<file path="src/rtl/alt_mem_ddrx_wdata_addr_alloc.sv">
// rtl/alt_mem_ddrx_wdata_addr_alloc.sv - write-data buffer address allocator with dataid FIFO
module alt_mem_ddrx_wdata_addr_alloc #(
    parameter int CFG_BUFFER_ADDR_WIDTH      = 6,
    parameter int CFG_INT_SIZE_WIDTH         = 4,
    parameter int CFG_DATAID_FIFO_ADDR_WIDTH = 2
) (
    input  logic                             ctl_clk,
    input  logic                             ctl_reset_n,
    input  logic                             cmd_valid,
    input  logic [CFG_INT_SIZE_WIDTH-1:0]    cmd_size,
    output logic                             cmd_ready,
    input  logic                             wdata_valid,
    output logic                             wdata_ready,
    output logic                             writeif_valid,
    output logic [CFG_BUFFER_ADDR_WIDTH-1:0] writeif_address,
    output logic                             writeif_address_blocked,
    input  logic                             writeif_ready,
    output logic                             dataid_valid,
    output logic [CFG_BUFFER_ADDR_WIDTH-1:0] dataid_address,
    output logic [CFG_INT_SIZE_WIDTH-1:0]    dataid_size,
    input  logic                             dataid_ready,
    output logic                             err_zero_size
);

    localparam int FIFO_DEPTH = 1 << CFG_DATAID_FIFO_ADDR_WIDTH;

    typedef enum logic {
        IDLE  = 1'b0,
        BURST = 1'b1
    } state_t;

    state_t                                  state;
    state_t                                  state_nxt;

    logic [CFG_BUFFER_ADDR_WIDTH-1:0]        wr_ptr;
    logic [CFG_BUFFER_ADDR_WIDTH-1:0]        start_addr;
    logic [CFG_INT_SIZE_WIDTH-1:0]           beat_cnt;
    logic [CFG_INT_SIZE_WIDTH-1:0]           burst_size;

    logic [CFG_BUFFER_ADDR_WIDTH-1:0]        fifo_addr_mem [FIFO_DEPTH];
    logic [CFG_INT_SIZE_WIDTH-1:0]           fifo_size_mem [FIFO_DEPTH];
    logic [CFG_DATAID_FIFO_ADDR_WIDTH-1:0]   fifo_wr_ptr;
    logic [CFG_DATAID_FIFO_ADDR_WIDTH-1:0]   fifo_rd_ptr;
    logic [CFG_DATAID_FIFO_ADDR_WIDTH:0]     fifo_count;

    logic                                    cmd_accept;
    logic                                    cmd_is_zero;
    logic                                    beat_accept;
    logic                                    last_beat;
    logic                                    fifo_push;
    logic                                    fifo_pop;

    // Count never exceeds depth, so its MSB alone marks a full FIFO.
    assign cmd_ready               = (state == IDLE) & ~fifo_count[CFG_DATAID_FIFO_ADDR_WIDTH];
    // Blocking depends on registered state only to keep the buffer-manager handshake loop-free.
    assign writeif_address_blocked = (state != BURST);
    assign writeif_valid           = wdata_valid & (state == BURST);
    assign wdata_ready             = writeif_ready & (state == BURST);
    assign writeif_address         = wr_ptr;

    assign cmd_accept  = cmd_valid & cmd_ready;
    assign cmd_is_zero = (cmd_size == '0);
    assign beat_accept = writeif_valid & writeif_ready;
    assign last_beat   = beat_accept & (beat_cnt == CFG_INT_SIZE_WIDTH'(1));
    assign fifo_push   = last_beat;
    assign fifo_pop    = dataid_valid & dataid_ready;

    assign dataid_valid   = (fifo_count != '0);
    assign dataid_address = fifo_addr_mem[fifo_rd_ptr];
    assign dataid_size    = fifo_size_mem[fifo_rd_ptr];

    // State register.
    always_ff @(posedge ctl_clk or negedge ctl_reset_n) begin
        if (!ctl_reset_n) begin
            state <= IDLE;
        end else begin
            state <= state_nxt;
        end
    end

    // Next-state: start a burst on a non-empty command, finish on its last beat.
    always_comb begin
        state_nxt = state;
        case (state)
            IDLE: begin
                if (cmd_accept && !cmd_is_zero) begin
                    state_nxt = BURST;
                end
            end
            BURST: begin
                if (last_beat) begin
                    state_nxt = IDLE;
                end
            end
            default: state_nxt = IDLE;
        endcase
    end

    // Capture burst start and length when a command is taken.
    always_ff @(posedge ctl_clk or negedge ctl_reset_n) begin
        if (!ctl_reset_n) begin
            start_addr <= '0;
            burst_size <= '0;
        end else if (cmd_accept && !cmd_is_zero) begin
            start_addr <= wr_ptr;
            burst_size <= cmd_size;
        end
    end

    // Beat counter: loaded by the command, decremented per accepted beat.
    always_ff @(posedge ctl_clk or negedge ctl_reset_n) begin
        if (!ctl_reset_n) begin
            beat_cnt <= '0;
        end else if (cmd_accept && !cmd_is_zero) begin
            beat_cnt <= cmd_size;
        end else if (beat_accept) begin
            beat_cnt <= beat_cnt - CFG_INT_SIZE_WIDTH'(1);
        end
    end

    // Write pointer advances one slot per accepted beat and wraps naturally.
    always_ff @(posedge ctl_clk or negedge ctl_reset_n) begin
        if (!ctl_reset_n) begin
            wr_ptr <= '0;
        end else if (beat_accept) begin
            wr_ptr <= wr_ptr + CFG_BUFFER_ADDR_WIDTH'(1);
        end
    end

    // Sticky error for zero-length commands, which are otherwise dropped.
    always_ff @(posedge ctl_clk or negedge ctl_reset_n) begin
        if (!ctl_reset_n) begin
            err_zero_size <= 1'b0;
        end else if (cmd_accept && cmd_is_zero) begin
            err_zero_size <= 1'b1;
        end
    end

    // Dataid FIFO storage: one record per completed burst.
    always_ff @(posedge ctl_clk or negedge ctl_reset_n) begin
        if (!ctl_reset_n) begin
            for (int i = 0; i < FIFO_DEPTH; i++) begin
                fifo_addr_mem[i] <= '0;
                fifo_size_mem[i] <= '0;
            end
        end else if (fifo_push) begin
            fifo_addr_mem[fifo_wr_ptr] <= start_addr;
            fifo_size_mem[fifo_wr_ptr] <= burst_size;
        end
    end

    // Dataid FIFO pointers and occupancy; simultaneous push and pop keeps the count.
    always_ff @(posedge ctl_clk or negedge ctl_reset_n) begin
        if (!ctl_reset_n) begin
            fifo_wr_ptr <= '0;
            fifo_rd_ptr <= '0;
            fifo_count  <= '0;
        end else begin
            if (fifo_push) begin
                fifo_wr_ptr <= fifo_wr_ptr + CFG_DATAID_FIFO_ADDR_WIDTH'(1);
            end
            if (fifo_pop) begin
                fifo_rd_ptr <= fifo_rd_ptr + CFG_DATAID_FIFO_ADDR_WIDTH'(1);
            end
            case ({fifo_push, fifo_pop})
                2'b10:   fifo_count <= fifo_count + (CFG_DATAID_FIFO_ADDR_WIDTH+1)'(1);
                2'b01:   fifo_count <= fifo_count - (CFG_DATAID_FIFO_ADDR_WIDTH+1)'(1);
                default: fifo_count <= fifo_count;
            endcase
        end
    end

endmodule

</file>
<file path="config.mk">
export PLATFORM = sky130hd
export DESIGN_NAME = alt_mem_ddrx_wdata_addr_alloc
export DESIGN_NICKNAME = d
export VERILOG_FILES = /design/src/rtl/alt_mem_ddrx_wdata_addr_alloc.sv
export SDC_FILE = /design/constraint.sdc
export NUM_CORES = 1
export LEC_CHECK = 0
export CAP_MARGIN = 30
export CELL_PAD_IN_SITES_DETAIL_PLACEMENT = 1
export CELL_PAD_IN_SITES_GLOBAL_PLACEMENT = 2
export CORE_MARGIN = 5
export CORE_UTILIZATION = 29
export DETAILED_ROUTE_END_ITERATION = 10
export PLACE_DENSITY_LB_ADDON = 0.1
export SYNTH_ARGS = -nofsm -noshare
export SYNTH_HDL_FRONTEND = slang
export SYNTH_SLANG_ARGS = --single-unit
</file>
<file path="constraint.sdc">
create_clock -name ctl_clk -period 6.2 [get_ports ctl_clk]
set_input_delay 1.24 -clock ctl_clk [delete_from_list [all_inputs] [get_ports ctl_clk]]
set_output_delay 1.24 -clock ctl_clk [all_outputs]
set_load 0.01 [all_outputs]
</file>
==> results.json, run 1 <==
{
  "status": "finished clean",
  "rows": 37,
  "drt_iter0_markers": 41,
  "tightestPinTransition_ns": 0.898,
  "intPower_w": 0.00108,
  "hold_viol": 0,
  "worst-path-max-fanout": 3,
  "ys_types": 34,
  "insertion_delay_ns": 0.34,
  "power_switching_w": 0.000515,
  "antenna_left": 0,
  "fin_util_pct": 36.5,
  "clock_power_share_pct": 25.7,
  "initial_core_util_pct": 29.8,
  "synth_edf_count": 0,
  "tns_ns": 0,
  "grt_pass1_wl_microns": 11100,
  "synth_warnings": 0,
  "synth_top_area_cell": "dfrtp_1",
  "n_antenna_cell": 0,
  "netlist_instances": 204,
  "path_class": "in -> out",
  "cap_violations": 0,
  "setup.worst_path.start_class": "primary input",
  "combPwrFrac_pct": 27.8,
  "core_area_sq_um": 10300,
  "netlist_area_sq_um": 3080,
  "cts_tree": "done",
  "fmax_ghz": 0.275,
  "clock-sinks": 69,
  "clockBufferDepth": 2,
  "post_cts_buffers": 0,
  "synth_nets": 223,
  "place_inst": 369,
  "peakVddDrop_v": 0.000125,
  "ys_ff_latch": 69,
  "final.setup.worst_slack_ns": 2.56,
  "slew_viol_final": 0,
  "track_usage_pct": 11.2,
  "synth_top_flop_cell": "dfrtp_1",
  "setup_viol": 0,
  "clk_pin_slew_ns": 0.08,
  "post_cts_resized": 0,
  "hold_buffers": 0,
  "antenna_found_initial": 0,
  "cp-end-kind": "primary output",
  "synthToLayoutAreaGrowth_pct": 22.2,
  "relSlewSlack_pct": 40.2,
  "sw_frac_of_total_pct": 32.3,
  "fp.dieW_microns": 113,
  "io_buffers": 31,
  "powerDensity_nw_per_um2": 424,
  "nets": 263,
  "die_h_microns": 113,
  "synth_area_leaders": "dfrtp_1, mux2_2, mux4_2",
  "gr-total-overflow": 0,
  "crit_arrival_ns": 2.40,
  "dp_slack_ns": 2.56,
  "via_per_inst": 4.66,
  "wire_per_inst_microns": 17.2,
  "p_leak_nw": 1.73,
  "synth_top_area_share_pct": 56.1,
  "final.period_utilization_pct": 58.7,
  "via_count": 1796,
  "cts_max_level": 3,
  "grt_max_degree": 70,
  "root_buffer": "clkbuf_8",
  "required_ns": 4.96,
  "dp_hpwl_microns": 4440,
  "drive_gt1_share_pct": 34.5,
  "finalClockSkew_ns": 0.0118,
  "drc": 0,
  "cts_buffers": 9,
  "dr.pass1.iters": 3,
  "avgSynthCellArea_sq_um": 15.1,
  "io_pins": 32,
  "place_congestion": 0.663,
  "async_reset_ff_share_pct": 100,
  "rsz0062_at_grt": "false",
  "grt_pass1_vias": 2003,
  "drt_wl_total_microns": 6610,
  "synth-seq-area-share_pct": 56.1,
  "die_area_sq_um": 12800,
  "hold_class": "reg -> reg",
  "period_minus_slack_ns": 3.64,
  "p_seq_share_pct": 46.5,
  "instances_no_fill": 385
}
[state kept, by name (all words and copies together) (netlist names)]
signal	cells
fifo_size_mem	16
fifo_count	3
fifo_wr_ptr	2
beat_cnt	4
fifo_addr_mem	24
start_addr	6
burst_size	4
err_zero_size	1
state	1
writeif_address	6
fifo_rd_ptr	2
[power groups by stage]
stage,Combinational (W),Clock (W),Sequential (W)
global route,0.000494,0.000445,0.000777
finish,0.000444,0.000410,0.000743
detailed placement,0.000454,0,0.000761
floorplan,0.000323,0,0.000680
CTS,0.000456,0.000424,0.000755
global placement,0.000446,0,0.000761
[path summary, 6_finish.rpt]
check,to,from,slack [ns],cells past startpoint
max in group asynchronous,fifo_size_mem[12]$_DFFE_PN0P_,ctl_reset_n,4.50,2
hold / removal,err_zero_size$_DFFE_PN0P_,err_zero_size$_DFFE_PN0P_,0.49,1
setup / recovery,writeif_valid,wdata_valid,2.56,3
hold reg to reg,err_zero_size$_DFFE_PN0P_,err_zero_size$_DFFE_PN0P_,0.49,1
min in group asynchronous,fifo_size_mem[7]$_DFFE_PN0P_,ctl_reset_n,1.10,2
setup reg to reg,fifo_count[2]$_DFFE_PN0P_,beat_cnt[1]$_DFFE_PN0P_,3.87,10
[layer usage]
metal	vias to the layer above	GRT usage [%]	part of all wire [%]
li1	837	-	-
met1	927	16.2	51
met2	25	16.8	45
met3	7	2.30	2.6
met4	0	3.61	1.3
met5	-	0	0
[final cells by class]
type / instances / area [sq um]
clock buffer: 9 / 124
clock inverter: 7 / 98.8
fill: 1083 / 6560
inverter: 8 / 30.0
multi-input combinational: 123 / 1290
sequential: 69 / 1730
tap: 136 / 170
timing repair buffer: 33 / 320
[layout by cell type (no fill, tap or decap), drive strengths merged, types with 3 or more instances in the layout]
cell and n:
xor2 3, a221o 4, buf 3, ha 8, xnor2 9, nand2 9, clkbuf 9, a22o 5
clkinv 3, mux4 10, mux2 47, clkdlybuf4s50 30, dfrtp 69, inv 9, nand3 5, nor2 5
[cells by family (layout without fill, tap and decap cells)]
logic type | Yosys count | count (layout) | synth area share, %
buf+inv | 12 | 57 | 1.95
fa+ha+maj | 9 | 9 | 3.90
mux | 58 | 58 | 24.8
simple gates | 30 | 30 | 6.01
compound gates | 14 | 14 | 3.86
flops | 69 | 69 | 56.1
xor+xnor | 12 | 12 | 3.41
[worst max-delay path, stage by stage]
cell and delay, ns:
clkdlybuf4s50_1 0.49, and2_1 0.13, clkdlybuf4s50_1 0.53
[synthesized netlist by cell type, types with 2 or more instances]
cell type  instances
mux2_2            47
nor2_1             5
xor2_1             3
dfrtp_1           69
a221o_1            3
nand4_1            2
and2_1             2
a21oi_1            2
mux4_2            10
ha_1               8
xnor2_1            9
nand2_1            8
inv_1              8
nand3_2            4
a22o_1             5
[metrics by stage]
| step | cell area [sq um] | power, W | hold slack, ns |
|---|---|---|---|
| finish | 3760 | 0.00160 | 0.485 |
| global route | 3760 | 0.00172 | 0.504 |
| CTS | 3760 | 0.00163 | 0.495 |
| detailed placement | 3540 | 0.00122 | 0.473 |
| global placement | 3540 | 0.00121 | 0.473 |
| floorplan | 3080 | 0.00100 | 0.474 |
(Power assumes the default switching activity.)
==> run 2, diff against run 1 <==
Clock period 6.2 ns to 3.8 ns, I/O delays scaled along.
==> run 2 against run 1 <==
  * Clock-buffer cell count grew 2
  * Cell area shrank 0.30%
  * Global-route usage grew 0.22 points
  * Highest routed layer unchanged
  * Non-clock buffer count is the same
  * Critical endpoint is now dataid_size[0]
==> results.json, run 2 (synthesis gave the netlist of run 1 again) <==
{
  "die_area_sq_um": 12800,
  "layout_common_cells": "dfrtp_1, mux2_2, clkdlybuf4s50_1",
  "fillers": 1066,
  "critPathTopFamily": "flip-flops",
  "via_per_inst": 4.67,
  "crit_chain": "mux4_2 > clkdlybuf4s50_1",
  "path_buf_inv": 1,
  "post_cts_resized": 0,
  "n_antenna_cell": 0,
  "crit_arrival_ns": 2.27,
  "hold_buffers": 0,
  "clk_pin_slew_ns": 0.08,
  "nets": 263,
  "tns_ns": 0,
  "regArea_sq_um": 1730,
  "initial_core_util_pct": 29.8,
  "track_usage_pct": 11.4,
  "p_leak_nw": 1.72,
  "peakVddDrop_v": 0.000235,
  "slowest_stage": "dfrtp_1",
  "path_class": "reg -> out",
  "instances_no_fill": 384,
  "slew_viol_final": 0,
  "timing.critical_path.from": "fifo_rd_ptr[0]$_DFFE_PN0P_",
  "drive_gt1_share_pct": 34.3,
  "hold_viol": 0,
  "grt_pass1_vias": 2004,
  "clockBufferDepth": 2,
  "cp-end-kind": "primary output",
  "cap_violations": 0,
  "r2r_start": "beat_cnt[1]$_DFFE_PN0P_",
  "finalClockSkew_ns": 0.00818,
  "largest_reg_flops": 24,
  "cts_buffers": 9,
  "fmax_ghz": 0.330,
  "post_cts_buffers": 0,
  "tightestPinTransition_ns": 0.766,
  "antenna_left": 0,
  "clock-sinks": 69,
  "period_minus_slack_ns": 3.03,
  "dp_slack_ns": 0.958,
  "grt_pass1_wl_microns": 11300,
  "place_inst": 369,
  "drc": 0,
  "final.setup.worst_slack_ns": 0.768,
  "antenna_found_initial": 0,
  "reg_top3": "fifo_addr_mem: 24 flops, fifo_size_mem: 16 flops",
  "setup_viol": 0,
  "rsz0062_at_grt": "false",
  "largest-register": "fifo_addr_mem",
  "fp.dieW_microns": 113,
  "fin_util_pct": 36.3,
  "grt_max_degree": 42,
  "hold_class": "in -> async",
  "io_pins": 32,
  "final_common_cell": "dfrtp_1",
  "powerDensity_nw_per_um2": 677,
  "dr.pass1.iters": 4,
  "worst-path-max-fanout": 12,
  "wire_per_inst_microns": 17.2,
  "drt_wl_total_microns": 6600,
  "drt_iter0_markers": 60,
  "die_h_microns": 113,
  "insertion_delay_ns": 0.34,
  "cpPeakStageDelay_ns": 0.84,
  "multi_input_area_sq_um": 1290,
  "root_buffer": "clkbuf_8",
  "setup.worst_path.start_class": "flip-flop",
  "via_count": 1795,
  "core_area_sq_um": 10300,
  "cts_max_level": 3,
  "gr-total-overflow": 0,
  "dp_hpwl_microns": 4530,
  "final.period_utilization_pct": 79.8,
  "io_buffers": 31,
  "relSlewSlack_pct": 48.9,
  "status": "finished clean",
  "required_ns": 3.04,
  "cts_tree": "done",
  "place_congestion": 0.695,
  "rows": 37,
  "synthToLayoutAreaGrowth_pct": 21.8
}
==> run 2: routing by layer <==
| layer | wire length [microns] | share of wire (%) | vias to the layer above | track usage, % |
|---|---|---|---|---|
| met3 | 230 | 3.5 | 11 | 2.94 |
| met2 | 2870 | 43 | 25 | 16.7 |
| met1 | 3380 | 51 | 933 | 16.2 |
| met5 | 0 | 0 | - | 0 |
| met4 | 116 | 1.8 | 0 | 4.33 |
| li1 | - | - | 826 | - |
==> run 2: final cells by class <==
type                    instances  area share (%)
clock inverters                 4            1.27
multi-input cells             123            34.5
flip-flops and latches         69            46.0
clock buffers                  11            4.03
inverters                       8           0.800
well taps                     136            4.53
repair buffers                 33            8.87
==> run 2: final timing paths <==
| path | to | slack [ns] | depth (start not counted) |
|---|---|---|---|
| worst max-delay path | dataid_size[0] | 0.77 | 2 |
| worst min-delay path | fifo_size_mem[15]$_DFFE_PN0P_ | 0.46 | 1 |
| worst max register to register | fifo_count[2]$_DFFE_PN0P_ | 1.57 | 10 |
| worst min register to register | err_zero_size$_DFFE_PN0P_ | 0.48 | 1 |
| max in group asynchronous | fifo_size_mem[0]$_DFFE_PN0P_ | 2.68 | 2 |
| min in group ctl_clk | err_zero_size$_DFFE_PN0P_ | 0.48 | 1 |
==> run 2: report_power, final <==
part | total (W) | switching [W] | internal, W | leakage (nW)
Sequential | 0.00121 | 0.000275 | 0.000940 | 0.913
Combinational | 0.000722 | 0.000270 | 0.000452 | 0.711
Clock | 0.000603 | 0.000270 | 0.000333 | 0.101
Total | 0.00254 | 0.000814 | 0.00173 | 1.72
==> run 2: metrics by stage <==
step / cell area [sq um] / hold WS (ns) / power [W]
after global routing: 3750 / 0.507 / 0.00273
final: 3750 / 0.457 / 0.00254
after global placement: 3550 / 0.466 / 0.00198
after detailed placement: 3550 / 0.467 / 0.00198
after CTS: 3750 / 0.478 / 0.00259
after floorplan: 3080 / 0.464 / 0.00164
==> run 3, diff against run 2 <==
Clock period 3.8 ns to 3.1 ns, I/O delays scaled along.
==> run 3 against run 2 <==
  * Via count up 0.78%
  * Die area did not move
  * Core utilization rose by 0.42 points
  * Register-to-register slack worse by 0.74 ns
  * Worst setup slack worse by 0.32 ns
  * Global-route usage up 0.32 points
  * Critical path type unchanged
  * Critical endpoint unchanged
  * Highest routed layer unchanged
==> results.json, run 3 (synthesis gave the netlist of run 1 again) <==
{
  "status": "finished clean",
  "wire_per_inst_microns": 17.6,
  "sw_frac_of_total_pct": 31.0,
  "grt_pass1_wl_microns": 11600,
  "cts_tree": "done",
  "fin_util_pct": 36.8,
  "dp_hpwl_microns": 4500,
  "track_usage_pct": 11.7,
  "path_class": "reg -> out",
  "r2r_start": "beat_cnt[1]$_DFFE_PN0P_",
  "cts_max_level": 3,
  "setup.worst_path.start_class": "flip-flop",
  "hold_buffers": 0,
  "antenna_left": 0,
  "rsz0062_at_grt": "false",
  "via_per_inst": 4.69,
  "multi_input_area_sq_um": 1290,
  "hold_class": "in -> async",
  "initial_core_util_pct": 29.8,
  "antenna_found_initial": 0,
  "powerDensity_nw_per_um2": 867,
  "intPower_w": 0.00227,
  "die_area_sq_um": 12800,
  "finalClockSkew_ns": 0.0106,
  "root_buffer": "clkbuf_8",
  "io_pins": 32,
  "p_leak_nw": 1.74,
  "cap_violations": 0,
  "final.period_utilization_pct": 85.7,
  "die_h_microns": 113,
  "core_area_sq_um": 10300,
  "drt_wl_total_microns": 6790,
  "nets": 264,
  "relSlewSlack_pct": 40.4,
  "synthToLayoutAreaGrowth_pct": 23.2,
  "largest_reg_flops": 24,
  "regArea_sq_um": 1730,
  "p_seq_share_pct": 44.0,
  "post_cts_resized": 0,
  "r2r_slack_ns": 0.83,
  "required_ns": 2.48,
  "final_common_cell": "dfrtp_1",
  "clock_power_share_pct": 27.3,
  "power_switching_w": 0.00102,
  "instances_no_fill": 386,
  "peakVddDrop_v": 0.000292,
  "insertion_delay_ns": 0.34,
  "worst-path-max-fanout": 10,
  "drt_iter0_markers": 78,
  "place_inst": 370,
  "tightestPinTransition_ns": 0.894,
  "timing.critical_path.from": "fifo_rd_ptr[0]$_DFFE_PN0P_",
  "layout_common_cells": "dfrtp_1, mux2_2, clkdlybuf4s50_1",
  "gr-total-overflow": 0,
  "post_cts_buffers": 0,
  "setup_viol": 0,
  "io_buffers": 31,
  "clockBufferDepth": 2,
  "place_congestion": 0.707,
  "grt_max_degree": 70,
  "hold_viol": 0,
  "drive_gt1_share_pct": 34.8,
  "reg_top3": "fifo_addr_mem: 24 flops, fifo_size_mem: 16 flops",
  "crit_arrival_ns": 2.04,
  "tns_ns": 0,
  "cp-end-kind": "primary output",
  "slew_viol_final": 0,
  "drc": 0,
  "clk_pin_slew_ns": 0.08,
  "grt_pass1_vias": 2020,
  "dr.pass1.iters": 4,
  "n_antenna_cell": 0,
  "rows": 37,
  "largest-register": "fifo_addr_mem",
  "via_count": 1809,
  "fillers": 1078,
  "combPwrFrac_pct": 28.6,
  "period_minus_slack_ns": 2.66,
  "fp.dieW_microns": 113,
  "fmax_ghz": 0.377,
  "clock-sinks": 69,
  "cts_buffers": 9
}
-- run 3: cell count changes in the layout (fill, tap and decap cells not counted) --
cell and delta:
clkinvlp_4 +1, buf_4 +2, clkinv_2 -1, buf_12 -1, clkbuf_8 -1, bufinv_16 +2
-- run 3: per-stage QoR --
step	total power, W	cell area, sq um	setup slack, ns	hold WS [ns]
6_report	0.00329	3800	0.444	0.482
5_1_grt	0.00353	3800	0.319	0.524
4_1_cts	0.00336	3800	0.388	0.487
3_5_place_dp	0.00244	3550	0.377	0.468
3_3_place_gp	0.00243	3550	0.449	0.464
2_1_floorplan	0.00201	3080	0.927	0.324
-- run 3: power by group through the flow --
stage | sequential (W) | clock [W] | combinational [W]
global placement | 0.00148 | 0 | 0.000954
finish | 0.00145 | 0.000899 | 0.000943
floorplan | 0.00136 | 0 | 0.000646
detailed placement | 0.00147 | 0 | 0.000967
CTS | 0.00146 | 0.000934 | 0.000969
global route | 0.00151 | 0.000970 | 0.00106
-- run 3: final timing paths --
path | endpoint | depth (start not counted)
worst max-delay path | dataid_size[0] | 3
worst min-delay path | fifo_size_mem[15]$_DFFE_PN0P_ | 2
worst max register to register | fifo_count[2]$_DFFE_PN0P_ | 10
worst min register to register | err_zero_size$_DFFE_PN0P_ | 1
max in group asynchronous | fifo_addr_mem[22]$_DFFE_PN0P_ | 2
min in group ctl_clk | err_zero_size$_DFFE_PN0P_ | 1
-- run 3: routing by layer --
metal,GRT usage [%],vias to the layer above,share of wire (%)
met5,0,-,0
met4,2.88,0,0.99
met3,3.58,5,3.1
met2,17.7,26,45
met1,16.6,950,51
li1,-,828,-
-- run 3: layout make-up --
type	count	share of cell area [%]
timing repair buffer	34	8.64
sequential	69	45.5
tap	136	4.48
clock inverter	6	2.90
multi-input combinational	123	34.1
inverter	8	0.791
clock buffer	10	3.63
-- run 3: worst max-delay path, cell delays in order (launching register included) --
cell             delay (ns)
dfrtp_1                0.39
buf_4                  0.26
mux4_2                 0.55
clkdlybuf4s50_1        0.50
